===== config.mk =====
export PLATFORM = sky130hd
export DESIGN_NAME = mem_req_arbiter
export DESIGN_NICKNAME = d
export VERILOG_FILES = /design/src/rtl/mem_req_arbiter_pkg.sv /design/src/rtl/mem_req_arbiter_req_latch.sv /design/src/rtl/mem_req_arbiter.sv
export SDC_FILE = /design/constraint.sdc
export NUM_CORES = 1
export LEC_CHECK = 0
export ABC_AREA = 0
export CELL_PAD_IN_SITES_DETAIL_PLACEMENT = 0
export CELL_PAD_IN_SITES_GLOBAL_PLACEMENT = 1
export CORE_MARGIN = 1
export CORE_UTILIZATION = 36
export DETAILED_ROUTE_END_ITERATION = 16
export GPL_ROUTABILITY_DRIVEN = 1
export PLACE_DENSITY = 0.84
export SLEW_MARGIN = 20
export SYNTH_ARGS = -nofsm -noshare
export SYNTH_HDL_FRONTEND = slang
export SYNTH_SLANG_ARGS = --single-unit

===== constraint.sdc =====
create_clock -name clk -period 2.3 [get_ports clk]
set_clock_uncertainty 0.15 [all_clocks]
set_input_delay 0.46 -clock clk [delete_from_list [all_inputs] [get_ports clk]]
set_output_delay 0.46 -clock clk [all_outputs]
set_load 0.03 [all_outputs]

===== src/rtl/mem_req_arbiter_pkg.sv =====
// Shared definitions for the memory request arbiter: bus widths, the
// load/store opcode encoding, FSM state codes and grant-owner codes.
package mem_req_arbiter_pkg;

    localparam int DAT_W = 32;
    localparam int OP_W  = 6;

    // Load/store opcodes shared with the MC
    localparam logic [OP_W-1:0] OP_LB  = 6'h00;
    localparam logic [OP_W-1:0] OP_LH  = 6'h01;
    localparam logic [OP_W-1:0] OP_LW  = 6'h02;
    localparam logic [OP_W-1:0] OP_LBU = 6'h04;
    localparam logic [OP_W-1:0] OP_LHU = 6'h05;
    localparam logic [OP_W-1:0] OP_SB  = 6'h08;
    localparam logic [OP_W-1:0] OP_SH  = 6'h09;
    localparam logic [OP_W-1:0] OP_SW  = 6'h0A;

    // Instruction fetches are always full words
    localparam logic [2:0] LEN_WORD = 3'd4;

    // FSM states
    localparam logic [0:0] ST_IDLE = 1'b0;
    localparam logic [0:0] ST_WAIT = 1'b1;

    // Owner of the MC transaction in flight
    localparam logic OWN_IC = 1'b0;
    localparam logic OWN_DC = 1'b1;

endpackage


===== src/rtl/mem_req_arbiter_req_latch.sv =====
// Single-entry request holder: a pending bit plus the captured address,
// data, opcode, length and write-enable of one requester.
// Clear has priority over capture; a capture while already pending is dropped.
module mem_req_arbiter_req_latch #(
    parameter int DAT_W = 32,
    parameter int OP_W  = 6
) (
    input  logic             clk,
    input  logic             rst,
    input  logic             en,
    input  logic             set,
    input  logic             clr,
    input  logic [DAT_W-1:0] adr_i,
    input  logic [DAT_W-1:0] dat_i,
    input  logic [OP_W-1:0]  op_i,
    input  logic [2:0]       len_i,
    input  logic             we_i,
    output logic             pend_o,
    output logic [DAT_W-1:0] adr_o,
    output logic [DAT_W-1:0] dat_o,
    output logic [OP_W-1:0]  op_o,
    output logic [2:0]       len_o,
    output logic             we_o
);

    // Pending bit and captured fields
    always_ff @(posedge clk) begin
        if (rst) begin
            pend_o <= 1'b0;
            adr_o  <= '0;
            dat_o  <= '0;
            op_o   <= '0;
            len_o  <= '0;
            we_o   <= 1'b0;
        end else if (en) begin
            if (clr) begin
                pend_o <= 1'b0;
            end else if (set && !pend_o) begin
                pend_o <= 1'b1;
                adr_o  <= adr_i;
                dat_o  <= dat_i;
                op_o   <= op_i;
                len_o  <= len_i;
                we_o   <= we_i;
            end
        end
    end

endmodule


===== src/rtl/mem_req_arbiter.sv =====
// Arbiter between instruction fetch (IC), load/store (DC) and the single
// byte-serial memory controller (MC). One MC transaction in flight at a time;
// completions are routed back to the issuing requester. Branch flushes squash
// fetches and loads but never stores.
// Optional: define STARVE_GUARD_EN to force an IC grant after STARVE_MAX
// consecutive DC grants taken while IC was waiting.
module mem_req_arbiter
    import mem_req_arbiter_pkg::*;
#(
    parameter int DAT_W      = mem_req_arbiter_pkg::DAT_W,
    parameter int OP_W       = mem_req_arbiter_pkg::OP_W,
    parameter int STARVE_MAX = 4
) (
    input  logic             clk,
    input  logic             rst,
    input  logic             en,
    input  logic             br_flag,
    input  logic             ic_req_i,
    input  logic [DAT_W-1:0] ic_adr_i,
    output logic             ic_ack_o,
    output logic [DAT_W-1:0] ic_dat_o,
    input  logic             dc_req_i,
    input  logic             dc_we_i,
    input  logic [OP_W-1:0]  dc_op_i,
    input  logic [2:0]       dc_len_i,
    input  logic [DAT_W-1:0] dc_adr_i,
    input  logic [DAT_W-1:0] dc_dat_i,
    output logic             dc_ack_o,
    output logic [DAT_W-1:0] dc_dat_o,
    output logic             mc_req_o,
    output logic             mc_we_o,
    output logic [OP_W-1:0]  mc_op_o,
    output logic [2:0]       mc_len_o,
    output logic [DAT_W-1:0] mc_adr_o,
    output logic [DAT_W-1:0] mc_dat_o,
    input  logic             mc_done_i,
    input  logic [DAT_W-1:0] mc_dat_i
);

    logic             ic_pend, dc_pend;
    logic [DAT_W-1:0] ic_adr_q, ic_dat_q, dc_adr_q, dc_dat_q;
    logic [OP_W-1:0]  ic_op_q, dc_op_q;
    logic [2:0]       ic_len_q, dc_len_q;
    logic             ic_we_q, dc_we_q;

    logic [0:0]       state;
    logic             owner;
    logic             owner_we;
    logic             squash;

    logic             dc_flush;
    logic             ic_cand, dc_cand;
    logic             slot_free;
    logic             starve_hit;
    logic             grant_ic, grant_dc;
    logic             inflight_kill;
    logic             ic_clr, dc_clr, dc_set;

    mem_req_arbiter_req_latch #(.DAT_W(DAT_W), .OP_W(OP_W)) u_ic_latch (
        .clk    (clk),
        .rst    (rst),
        .en     (en),
        .set    (ic_req_i),
        .clr    (ic_clr),
        .adr_i  (ic_adr_i),
        .dat_i  ('0),
        .op_i   (OP_W'(OP_LW)),
        .len_i  (LEN_WORD),
        .we_i   (1'b0),
        .pend_o (ic_pend),
        .adr_o  (ic_adr_q),
        .dat_o  (ic_dat_q),
        .op_o   (ic_op_q),
        .len_o  (ic_len_q),
        .we_o   (ic_we_q)
    );

    mem_req_arbiter_req_latch #(.DAT_W(DAT_W), .OP_W(OP_W)) u_dc_latch (
        .clk    (clk),
        .rst    (rst),
        .en     (en),
        .set    (dc_set),
        .clr    (dc_clr),
        .adr_i  (dc_adr_i),
        .dat_i  (dc_dat_i),
        .op_i   (dc_op_i),
        .len_i  (dc_len_i),
        .we_i   (dc_we_i),
        .pend_o (dc_pend),
        .adr_o  (dc_adr_q),
        .dat_o  (dc_dat_q),
        .op_o   (dc_op_q),
        .len_o  (dc_len_q),
        .we_o   (dc_we_q)
    );

`ifdef STARVE_GUARD_EN
    localparam int CNT_W = $clog2(STARVE_MAX + 1);
    logic [CNT_W-1:0] starve_cnt;

    // Count DC grants taken while IC is waiting; cleared once IC is served or idle
    always_ff @(posedge clk) begin
        if (rst) begin
            starve_cnt <= '0;
        end else if (en) begin
            if (!ic_cand || grant_ic) begin
                starve_cnt <= '0;
            end else if (grant_dc) begin
                starve_cnt <= starve_cnt + 1'b1;
            end
        end
    end

    assign starve_hit = (starve_cnt >= CNT_W'(STARVE_MAX));
`else
    // Strict DC priority; STARVE_MAX only matters when the guard is built in
    assign starve_hit = 1'b0 & (STARVE_MAX > 0);
`endif

    // Flush filtering, arbitration and latch control
    always_comb begin
        dc_flush      = br_flag & dc_pend & ~dc_we_q;
        ic_cand       = ic_pend & ~br_flag;
        dc_cand       = dc_pend & ~dc_flush;
        // A completion frees the MC in the same cycle, so the next grant
        // can issue alongside the returning ack.
        slot_free     = (state == ST_IDLE) | mc_done_i;
        grant_ic      = en & slot_free & ic_cand & (~dc_cand | starve_hit);
        grant_dc      = en & slot_free & dc_cand & ~grant_ic;
        inflight_kill = br_flag & ((owner == OWN_IC) | ~owner_we);
        ic_clr        = grant_ic | br_flag;
        dc_clr        = grant_dc | dc_flush;
        dc_set        = dc_req_i & ~(br_flag & ~dc_we_i);
    end

    // Grant/complete FSM and registered MC / requester outputs
    always_ff @(posedge clk) begin
        if (rst) begin
            state    <= ST_IDLE;
            owner    <= OWN_IC;
            owner_we <= 1'b0;
            squash   <= 1'b0;
            mc_req_o <= 1'b0;
            mc_we_o  <= 1'b0;
            mc_op_o  <= '0;
            mc_len_o <= '0;
            mc_adr_o <= '0;
            mc_dat_o <= '0;
            ic_ack_o <= 1'b0;
            ic_dat_o <= '0;
            dc_ack_o <= 1'b0;
            dc_dat_o <= '0;
        end else if (en) begin
            mc_req_o <= 1'b0;
            ic_ack_o <= 1'b0;
            dc_ack_o <= 1'b0;

            if (state == ST_WAIT) begin
                if (mc_done_i) begin
                    state  <= ST_IDLE;
                    squash <= 1'b0;
                    if (!(squash || inflight_kill)) begin
                        if (owner == OWN_IC) begin
                            ic_ack_o <= 1'b1;
                            ic_dat_o <= mc_dat_i;
                        end else begin
                            dc_ack_o <= 1'b1;
                            dc_dat_o <= mc_dat_i;
                        end
                    end
                end else if (inflight_kill) begin
                    squash <= 1'b1;
                end
            end

            if (grant_ic || grant_dc) begin
                state    <= ST_WAIT;
                squash   <= 1'b0;
                mc_req_o <= 1'b1;
                owner    <= grant_dc ? OWN_DC : OWN_IC;
                owner_we <= grant_dc ? dc_we_q  : ic_we_q;
                mc_we_o  <= grant_dc ? dc_we_q  : ic_we_q;
                mc_op_o  <= grant_dc ? dc_op_q  : ic_op_q;
                mc_len_o <= grant_dc ? dc_len_q : ic_len_q;
                mc_adr_o <= grant_dc ? dc_adr_q : ic_adr_q;
                mc_dat_o <= grant_dc ? dc_dat_q : ic_dat_q;
            end
        end
    end

endmodule


# After elaboration in Yosys (flattened, before gate mapping)
# Cells that the tools add are included.
[op_classes] bitwise=29 n_reduce_logical=18 n_mux=26
[op_table] cell="two-way mux 32 bit" count=2
[op_table] cell="two-way mux 1 bit" count=22
[op_table] cell="NOT 1 bit" count=13
[op_table] cell="bitwise AND 1 bit" count=12
[op_table] cell="AND reduction 5 bit" count=2
[op_table] cell="AND reduction 3 bit" count=3
[op_table] cell="two-way mux 6 bit" count=1
[op_table] cell="AND reduction 2 bit" count=3
[op_table] cell="nonzero test 2 bit" count=3
[op_table] cell="bitwise OR 1 bit" count=4
[op_table] cell="two-way mux 3 bit" count=1
[op_table] cell="nonzero test 3 bit" count=1
[op_table] cell="logical AND 1 bit" count=2
[op_table] cell="logical NOT 1 bit" count=2
[op_table] cell="logical OR 1 bit" count=2
[totals] word_cells=95 regBits=253 out_inout_bits=141 inputBits=145

# Logic depth before layout (Yosys ltp)
# Gate-level depths: netlist of run 1.
[logic_depth] word_depth=11 depth_mapped=6 ltp_nobuf=3

# Hierarchy
# From an unflattened synthesis of run 1, not the netlist that was laid out.
[unflattened] cells_unflattened=1229 area_unflattened_um2=12196.7
[modules_own_cells] mod="mem_req_arbiter_req_latch" seq_area_each_um2=1501.4 cells_per_inst=324 n_inst=2 area_per_inst_um2=3393.3
[modules_own_cells] mod="mem_req_arbiter" seq_area_each_um2=2882.8 cells_per_inst=581 n_inst=1 area_per_inst_um2=5410.2

# Worst setup path before layout of run 1
# OpenSTA, ideal clock, no wires.
[synth_path] path_type="input to register" startpoint="in br_flag" endpoint="reg mc_adr_o[10]" required_ns=2.059 arrival_time_ns=1.551 cell_stages=5 slack_ns=0.508 path_buffers=2 setup_time_ns=0.091 path_cell_list="nand2b_1 > buf_2 > clkbuf_1 > or4b_1 > a311oi_1"
[synth_via] elab_chain_cells=10 word_cells_on_any_way=15 cone_classes="1 x mux; 12 x bitwise; 2 x reduce/logical"
[synth_lines] item="start: declaration" line_no="mem_req_arbiter.sv:17" rtl="input logic br_flag,"
[synth_lines] item="bitwise AND 1 bit (2 in series)" line_no="mem_req_arbiter.sv:122" rtl="dc_flush = br_flag & dc_pend & ~dc_we_q;"
[synth_lines] item="NOT 1 bit" line_no="mem_req_arbiter.sv:124" rtl="dc_cand = dc_pend & ~dc_flush;"
[synth_lines] item="bitwise AND 1 bit" line_no="mem_req_arbiter.sv:124"
[synth_lines] item="NOT 1 bit" line_no="mem_req_arbiter.sv:128" rtl="grant_ic = en & slot_free & ic_cand & (~dc_cand | starve_hit);"
[synth_lines] item="bitwise AND 1 bit" line_no="mem_req_arbiter.sv:128"
[synth_lines] item="NOT 1 bit" line_no="mem_req_arbiter.sv:129" rtl="grant_dc = en & slot_free & dc_cand & ~grant_ic;"
[synth_lines] item="bitwise AND 1 bit" line_no="mem_req_arbiter.sv:129"
[synth_lines] item="logical OR 1 bit" line_no="mem_req_arbiter.sv:176" rtl="if (grant_ic || grant_dc) begin"
[synth_lines] item="AND reduction 2 bit (no source line)"
[synth_lines] item="end signal: assignment" line_no="mem_req_arbiter.sv:185" rtl="mc_adr_o <= grant_dc ? dc_adr_q : ic_adr_q;"
[synth_lines] item="end: declaration" line_no="mem_req_arbiter.sv:34" rtl="output logic [DAT_W-1:0] mc_adr_o,"
# Parallel ways exist; a longest one is shown, timed or not.
# A chain may end at the register's enable or synchronous reset.

# Worst setup path in the final report of run 1
[layout_path] startpoint="reg mc_req_o" endpoint="out mc_req_o"
[layout_rtl] item="start: declaration" line_no="mem_req_arbiter.sv:30" rtl="output logic mc_req_o,"
[layout_rtl] item="start signal: assignment" line_no="mem_req_arbiter.sv:143" rtl="mc_req_o <= 1'b0;"
[layout_rtl] item="start signal: assignment" line_no="mem_req_arbiter.sv:154" rtl="mc_req_o <= 1'b0;"
[layout_rtl] item="start signal: assignment" line_no="mem_req_arbiter.sv:179" rtl="mc_req_o <= 1'b1;"
# No word-level cell between the ends.

==> results of run 1 <==
## synthesized netlist by cell type, types with 6 or more instances
library cell	instances	share of area [%]
a21oi_1	111	5.1
a311oi_1	34	2.7
buf_1	6	0.21
buf_2	22	1.0
buf_6	8	0.83
clkbuf_1	108	3.7
dfxtp_1	253	47
inv_1	42	1.5
mux2i_1	64	5.9
nand2_1	73	2.5
nand2b_1	101	5.8
nand3_1	75	3.5
nand4_1	39	2.2
nor2b_1	43	2.5
nor4_1	37	2.1
o21ai_0	75	3.5
o31ai_1	35	2.4
o41ai_1	40	3.2
or4b_1	32	3.0
## report_power, final
group          switching (uW)  leakage, uW  total, uW  internal, uW
Sequential               53.9      0.00205       4540          4480
Combinational             511      0.00275       1010           496
Clock                    1730     0.000404       4130          2400
Total                    2300      0.00520       9670          7380
## logic make-up after synthesis
family | share of synthesized area, %
flops | 46.7
compound gates | 17.3
mux | 5.90
buf+inv | 7.41
simple gates | 22.7
## final cells by class
type | count | area (sq um) | area share [%]
diodes | 2 | 5.00 | 0.0327
clock buffers | 42 | 772 | 5.04
clock inverters | 5 | 50.0 | 0.327
inverters | 43 | 161 | 1.05
multi-input cells | 779 | 5060 | 33.1
flip-flops and latches | 253 | 5060 | 33.1
well taps | 390 | 488 | 3.19
repair buffers | 351 | 3700 | 24.2
## through the flow
step	utilization (%)	hold WS, ps	area (sq um)	cells	total power, uW
final	51.6	256	15300	1865	9670
after global placement	48.9	286	14500	1816	5630
after detailed placement	48.9	291	14500	1816	5640
after CTS	51.6	229	15300	1863	9760
after global routing	51.6	257	15300	1863	10000
after floorplan	-	274	10900	1221	5090
## worst max-delay path by stage
stage	from	to	slack, ps
after floorplan	br_flag	mc_adr_o[10]$_SDFFE_PP0P_	510
after global placement	br_flag	dc_dat_o[22]$_SDFFE_PP0P_	-190
after detailed placement	br_flag	dc_dat_o[19]$_SDFFE_PP0P_	-220
after CTS	mc_req_o$_SDFFE_PP0P_	mc_req_o	40
after global routing	ic_dat_o[27]$_SDFFE_PP0P_	ic_dat_o[27]	30
final	mc_req_o$_SDFFE_PP0P_	mc_req_o	50
## routing by layer
metal  vias up  global-route usage, %  part of all wire, %
met5         -                      0                0.040
met4         2                   4.60                  1.9
met3        44                   4.26                  6.9
met2       320                   32.9                   46
met1      4662                   28.3                   45
li1       4880                      -                    -
## flip-flops by register name (all words and copies together), names as in the netlist, 3 cells and up
signal            count
u_dc_latch.adr_o     32
mc_dat_o             32
u_dc_latch.len_o      3
ic_dat_o             32
mc_adr_o             32
u_ic_latch.adr_o     32
u_dc_latch.dat_o     32
mc_op_o               6
u_dc_latch.op_o       6
mc_len_o              3
dc_dat_o             32
## repair_timing
item | 4_1_cts | 5_1_grt
resized for setup | 1 | 0
hold endpoints to repair | 0 | 0
hold buffers | 0 | 0
setup endpoints to repair | 1 | 0
==> summary.md, run 1 <==
| Metric | Value |
|---|---|
| Routed vias/inst | 5.31 |
| Root buffer cell | clkbuf_16 |
| Largest net degree at the start of global routing | 91 |
| RSZ-0062 raised after global routing | false |
| Min-delay src | rst |
| Max-Cap Viols | 0 |
| Initial DRC Count | 892 |
| Syn_nets | 1,366 |
| Max VDD drop | 0.000542 V |
| CP Buf/Inv Count | 1 |
| Critical-path top delay cell | clkdlybuf4s50_1 |
| Leading cell types in the layout, fill and taps excluded | clkdlybuf4s50_1 (283), dfxtp_1 (253), a21oi_1 (111), nand2b_1 (97), o21ai_0 (75) |
| Seq/Total Area, Yosys | 46.7% |
| Post-detail-place hpwl | 21,200 microns |
| Clk slew on worst S/H paths | 60 ps |
| Post-detailed-route wirelength per cell | 17.5 microns |
| Status | complete, no violations |
| Num ports | 286 |
| Worst setup EP type | output pin |
| Synthesis-to-layout area growth | 41.1% |
| HP Class | input port to flop |
| Register bit total from synthesis | 253 |
| H-tree Lvls | 1 |
| Final WS setup | 49.9 ps |
| DRT Pass-1 Iters | 6 |
| Sum Neg Setup Slack | 0 ps |
| Core area | 29,600 sq um |
| Nets | 1,600 |
| Slowest stage delay, CP | 760 ps |
| Delay-heaviest family, CP | buffers and inverters |
| CP cell instances | clkdlybuf4s50_1 |
| Tmin final | 2250 ps |
| Die height | 176 microns |
| R2r setup slk | 420 ps |
| DR DRC count | 0 |
| Syn. warnings | 0 |
| Worst Path Required | 1690 ps |
| Worst setup SP type | flop |
| WHS Path Cells | 2 |
| Antenna-violating nets left | 0 |
| Reg-to-Reg Start | state$_SDFFE_PP0P_ |
| Count of different cell masters after synthesis | 36 |
| Starting density of the core | 36.6% |
| Primary FF master, synth | dfxtp_1 |
| Worst slew margin | 64.9% |
| Post-Syn Area per Cell | 8.89 sq um |
| Die span in x | 176 microns |
| Fraction of layout cells with a size suffix above 1 | 8.08% |
| WP data arrival | 1640 ps |
| Clock tree buffer depth | 3 |
| Initial antenna violation count | 3 |
| Most common cell after layout, fill and taps aside | clkdlybuf4s50_1 |
| Cells after Synth | 1,221 |
| Pleak | 0.00520 uW |
| Overflow after GRT | 0 |
| Fin. max-slew vios | 0 |
| Vias in the first global route | 9,510 |
| # Post-CTS Setup Buffers | 0 |
| Die area | 30,800 sq um |
| RePlAce Congestion | 0.762 |
| Critical path class | flop to output pin |
| Pre-CTS setup slack | -217 ps |
| Max Freq | 444 MHz |
| Power per cell area | 632 nW/um^2 |
| Via count | 9,908 |
| Crit path depth | 1 |
| Total GRT Usage | 20.5% |
| DRT Wirelength | 32,700 microns |
| First-pass GRT wire length | 51,500 microns |
| Worst reg2reg path depth | 4 |
| Worst slew pin tran | 526 ps |
| Max FO, Critical Path | 2 |
| RR Endpoint | dc_dat_o[19]$_SDFFE_PP0P_ |
| Fin. Hold Viols | 0 |
| Post-synth EDFFs | 0 |
| Hold path endpoint | u_dc_latch.dat_o[7]$_SDFFE_PP0P_ |
| Final setup viols | 0 |
| CTS tree | built |
| I/O Buffers | 285 |
| CTS Buf Count | 27 |
| Period utilization | 97.8% |
| Fill cell count | 2,801 |
| Clk sinks | 253 |
| Worst-Skew Late Latency | 530 ps |
| Post-Syn Area | 10,900 sq um |
| Row count | 63 |
| Asr flop ratio synth | 0% |
Note: power is estimated with default switching activity, not from simulation.
==> run 2, diff against run 1 <==
--- a/config.mk
+++ b/config.mk
@@ -9,10 +9,11 @@
 export CELL_PAD_IN_SITES_DETAIL_PLACEMENT = 0
 export CELL_PAD_IN_SITES_GLOBAL_PLACEMENT = 1
 export CORE_MARGIN = 1
-export CORE_UTILIZATION = 36
+export CORE_UTILIZATION = 37
+export CTS_BUF_LIST = sky130_fd_sc_hd__clkbuf_2
 export DETAILED_ROUTE_END_ITERATION = 16
 export GPL_ROUTABILITY_DRIVEN = 1
-export PLACE_DENSITY = 0.84
+export PLACE_DENSITY = 0.86
 export SLEW_MARGIN = 20
 export SYNTH_ARGS = -nofsm -noshare
 export SYNTH_HDL_FRONTEND = slang
==> summary.md, run 2 (synthesis gave the netlist of run 1 again) <==
| Metric | Value |
|---|---|
| Num ports | 286 |
| Largest net degree at the start of global routing | 80 |
| Period utilization | 94.6% |
| DRT Pass-1 Iters | 7 |
| Fraction of layout cells with a size suffix above 1 | 12.4% |
| Combinational power share | 11.8% |
| RePlAce Congestion | 0.797 |
| HP Class | input port to flop |
| Worst Path Required | 1690 ps |
| WP data arrival | 1570 ps |
| CP cell instances | dlygate4sd2_1 |
| Post-detail-place hpwl | 20,900 microns |
| # Post-CTS Setup Buffers | 0 |
| Worst setup SP type | flop |
| Fin. Hold Viols | 0 |
| H-tree Lvls | 3 |
| Seq pwr share | 52.2% |
| Final setup viols | 0 |
| Sw frac | 28.0% |
| First-pass GRT wire length | 52,100 microns |
| Post-detailed-route wirelength per cell | 16.8 microns |
| Worst slew pin tran | 453 ps |
| Leading cell types in the layout, fill and taps excluded | dfxtp_1 (253), clkdlybuf4s50_1 (143), dlygate4sd2_1 (123), a21oi_1 (111), clkbuf_2 (104) |
| Power per cell area | 573 nW/um^2 |
| Delay-heaviest family, CP | buffers and inverters |
| Post-layout util | 52.6% |
| Critical path class | flop to output pin |
| Total Power | 8680 uW |
| Die height | 173 microns |
| Clk sinks | 253 |
| NetSw | 2430 uW |
| Nets | 1,663 |
| Internal | 6250 uW |
| DR DRC count | 0 |
| Worst setup EP type | output pin |
| Dpl cells | 1,809 |
| CTS Buf Count | 69 |
| Core area | 28,800 sq um |
| Pleak | 0.00596 uW |
| CP Buf/Inv Count | 1 |
| Starting density of the core | 37.7% |
| Vias in the first global route | 9,861 |
| CTS tree | built |
| Via count | 10,300 |
| Initial DRC Count | 791 |
| Max-Cap Viols | 0 |
| DRT Wirelength | 32,700 microns |
| Initial antenna violation count | 2 |
| Worst-Skew Late Latency | 780 ps |
| RSZ-0062 raised after global routing | false |
| Max VDD drop | 0.000294 V |
| Row count | 62 |
| Slowest stage delay, CP | 420 ps |
| Synthesis-to-layout area growth | 39.6% |
| Die span in x | 173 microns |
| Clock share of power | 36.1% |
| Sum Neg Setup Slack | 0 ps |
| Clock tree buffer depth | 3 |
| I/O Buffers | 285 |
| Final cell count without fillers | 1,949 |
| Fin. max-slew vios | 0 |
| Max Freq | 460 MHz |
| Most common cell after layout, fill and taps aside | dfxtp_1 |
| Clk slew on worst S/H paths | 100 ps |
| Total GRT Usage | 21.3% |
| Max FO, Critical Path | 2 |
| Routed vias/inst | 5.29 |
| Antenna-violating nets left | 0 |
| Root buffer cell | clkbuf_2 |
| Status | complete, no violations |
| Critical-path top delay cell | dlygate4sd2_1 |
| Worst slew margin | 69.8% |
| Overflow after GRT | 0 |
| Tmin final | 2180 ps |
| Die area | 30,000 sq um |
-- run 2: cell types whose count changed in the layout (fill, tap and decap cells not counted), moves of 3 or more --
cell and change:
clkinv_1 +9, clkbuf_8 -4, clkbuf_1 -11, clkbuf_16 -27, dlygate4sd2_1 +122, dlygate4sd3_1 +22
clkdlybuf4s15_1 +13, clkbuf_2 +104, clkdlybuf4s50_1 -140, buf_4 -3
-- run 2: layout make-up --
cell class	instances	area, sq um
antenna	2	5.00
clock buffer	100	500
clock inverter	16	101
fill	2777	13600
inverter	43	161
multi-input combinational	779	5060
sequential	253	5060
tap	384	480
timing repair buffer	372	3770
-- run 2: final timing paths --
kind / end / slack (ps) / depth (start not counted) / startpoint
worst max register to register: dc_dat_o[24]$_SDFFE_PP0P_ / 440 / 4 / state$_SDFFE_PP0P_
worst min-delay path: u_dc_latch.adr_o[0]$_SDFFE_PP0P_ / 100 / 3 / dc_adr_i[0]
worst min register to register: u_ic_latch.adr_o[25]$_SDFFE_PP0P_ / 300 / 2 / u_ic_latch.adr_o[25]$_SDFFE_PP0P_
worst max-delay path: mc_adr_o[3] / 120 / 1 / mc_adr_o[3]$_SDFFE_PP0P_
-- run 2: metrics by stage --
stage | cell area (sq um) | setup slack (ps) | hold WS [ps]
final | 15100 | 125 | 98.4
after global routing | 15100 | 0.104 | 8.10
after CTS | 15100 | 7.50 | 1.50
after detailed placement | 14500 | -253 | 291
after global placement | 14500 | -211 | 285
after floorplan | 10900 | 508 | 274
-- run 2: repair_timing --
item	CTS	global route
cloned	0	0
hold buffers	21	1
hold endpoints to repair	31	1
endpoints found under the setup margin	141	17
resized for setup	143	21
-- run 2: routing by layer --
| layer | part of all wire (%) | wire (microns) | vias up | global-route usage (%) |
|---|---|---|---|---|
| li1 | - | - | 5048 | - |
| met1 | 46 | 15000 | 4869 | 28.5 |
| met2 | 45 | 14800 | 335 | 33.7 |
| met3 | 6.7 | 2200 | 52 | 5.13 |
| met4 | 1.7 | 568 | 0 | 7.08 |
| met5 | 0 | 0 | - | 0 |
-- run 2: power groups by stage --
stage / registers [uW] / logic (uW) / clock network [uW]
global route: 4540 / 1100 / 3480
CTS: 4530 / 1030 / 3240
detailed placement: 4630 / 1010 / 0
finish: 4530 / 1020 / 3130
floorplan: 4660 / 436 / 0
global placement: 4630 / 1000 / 0
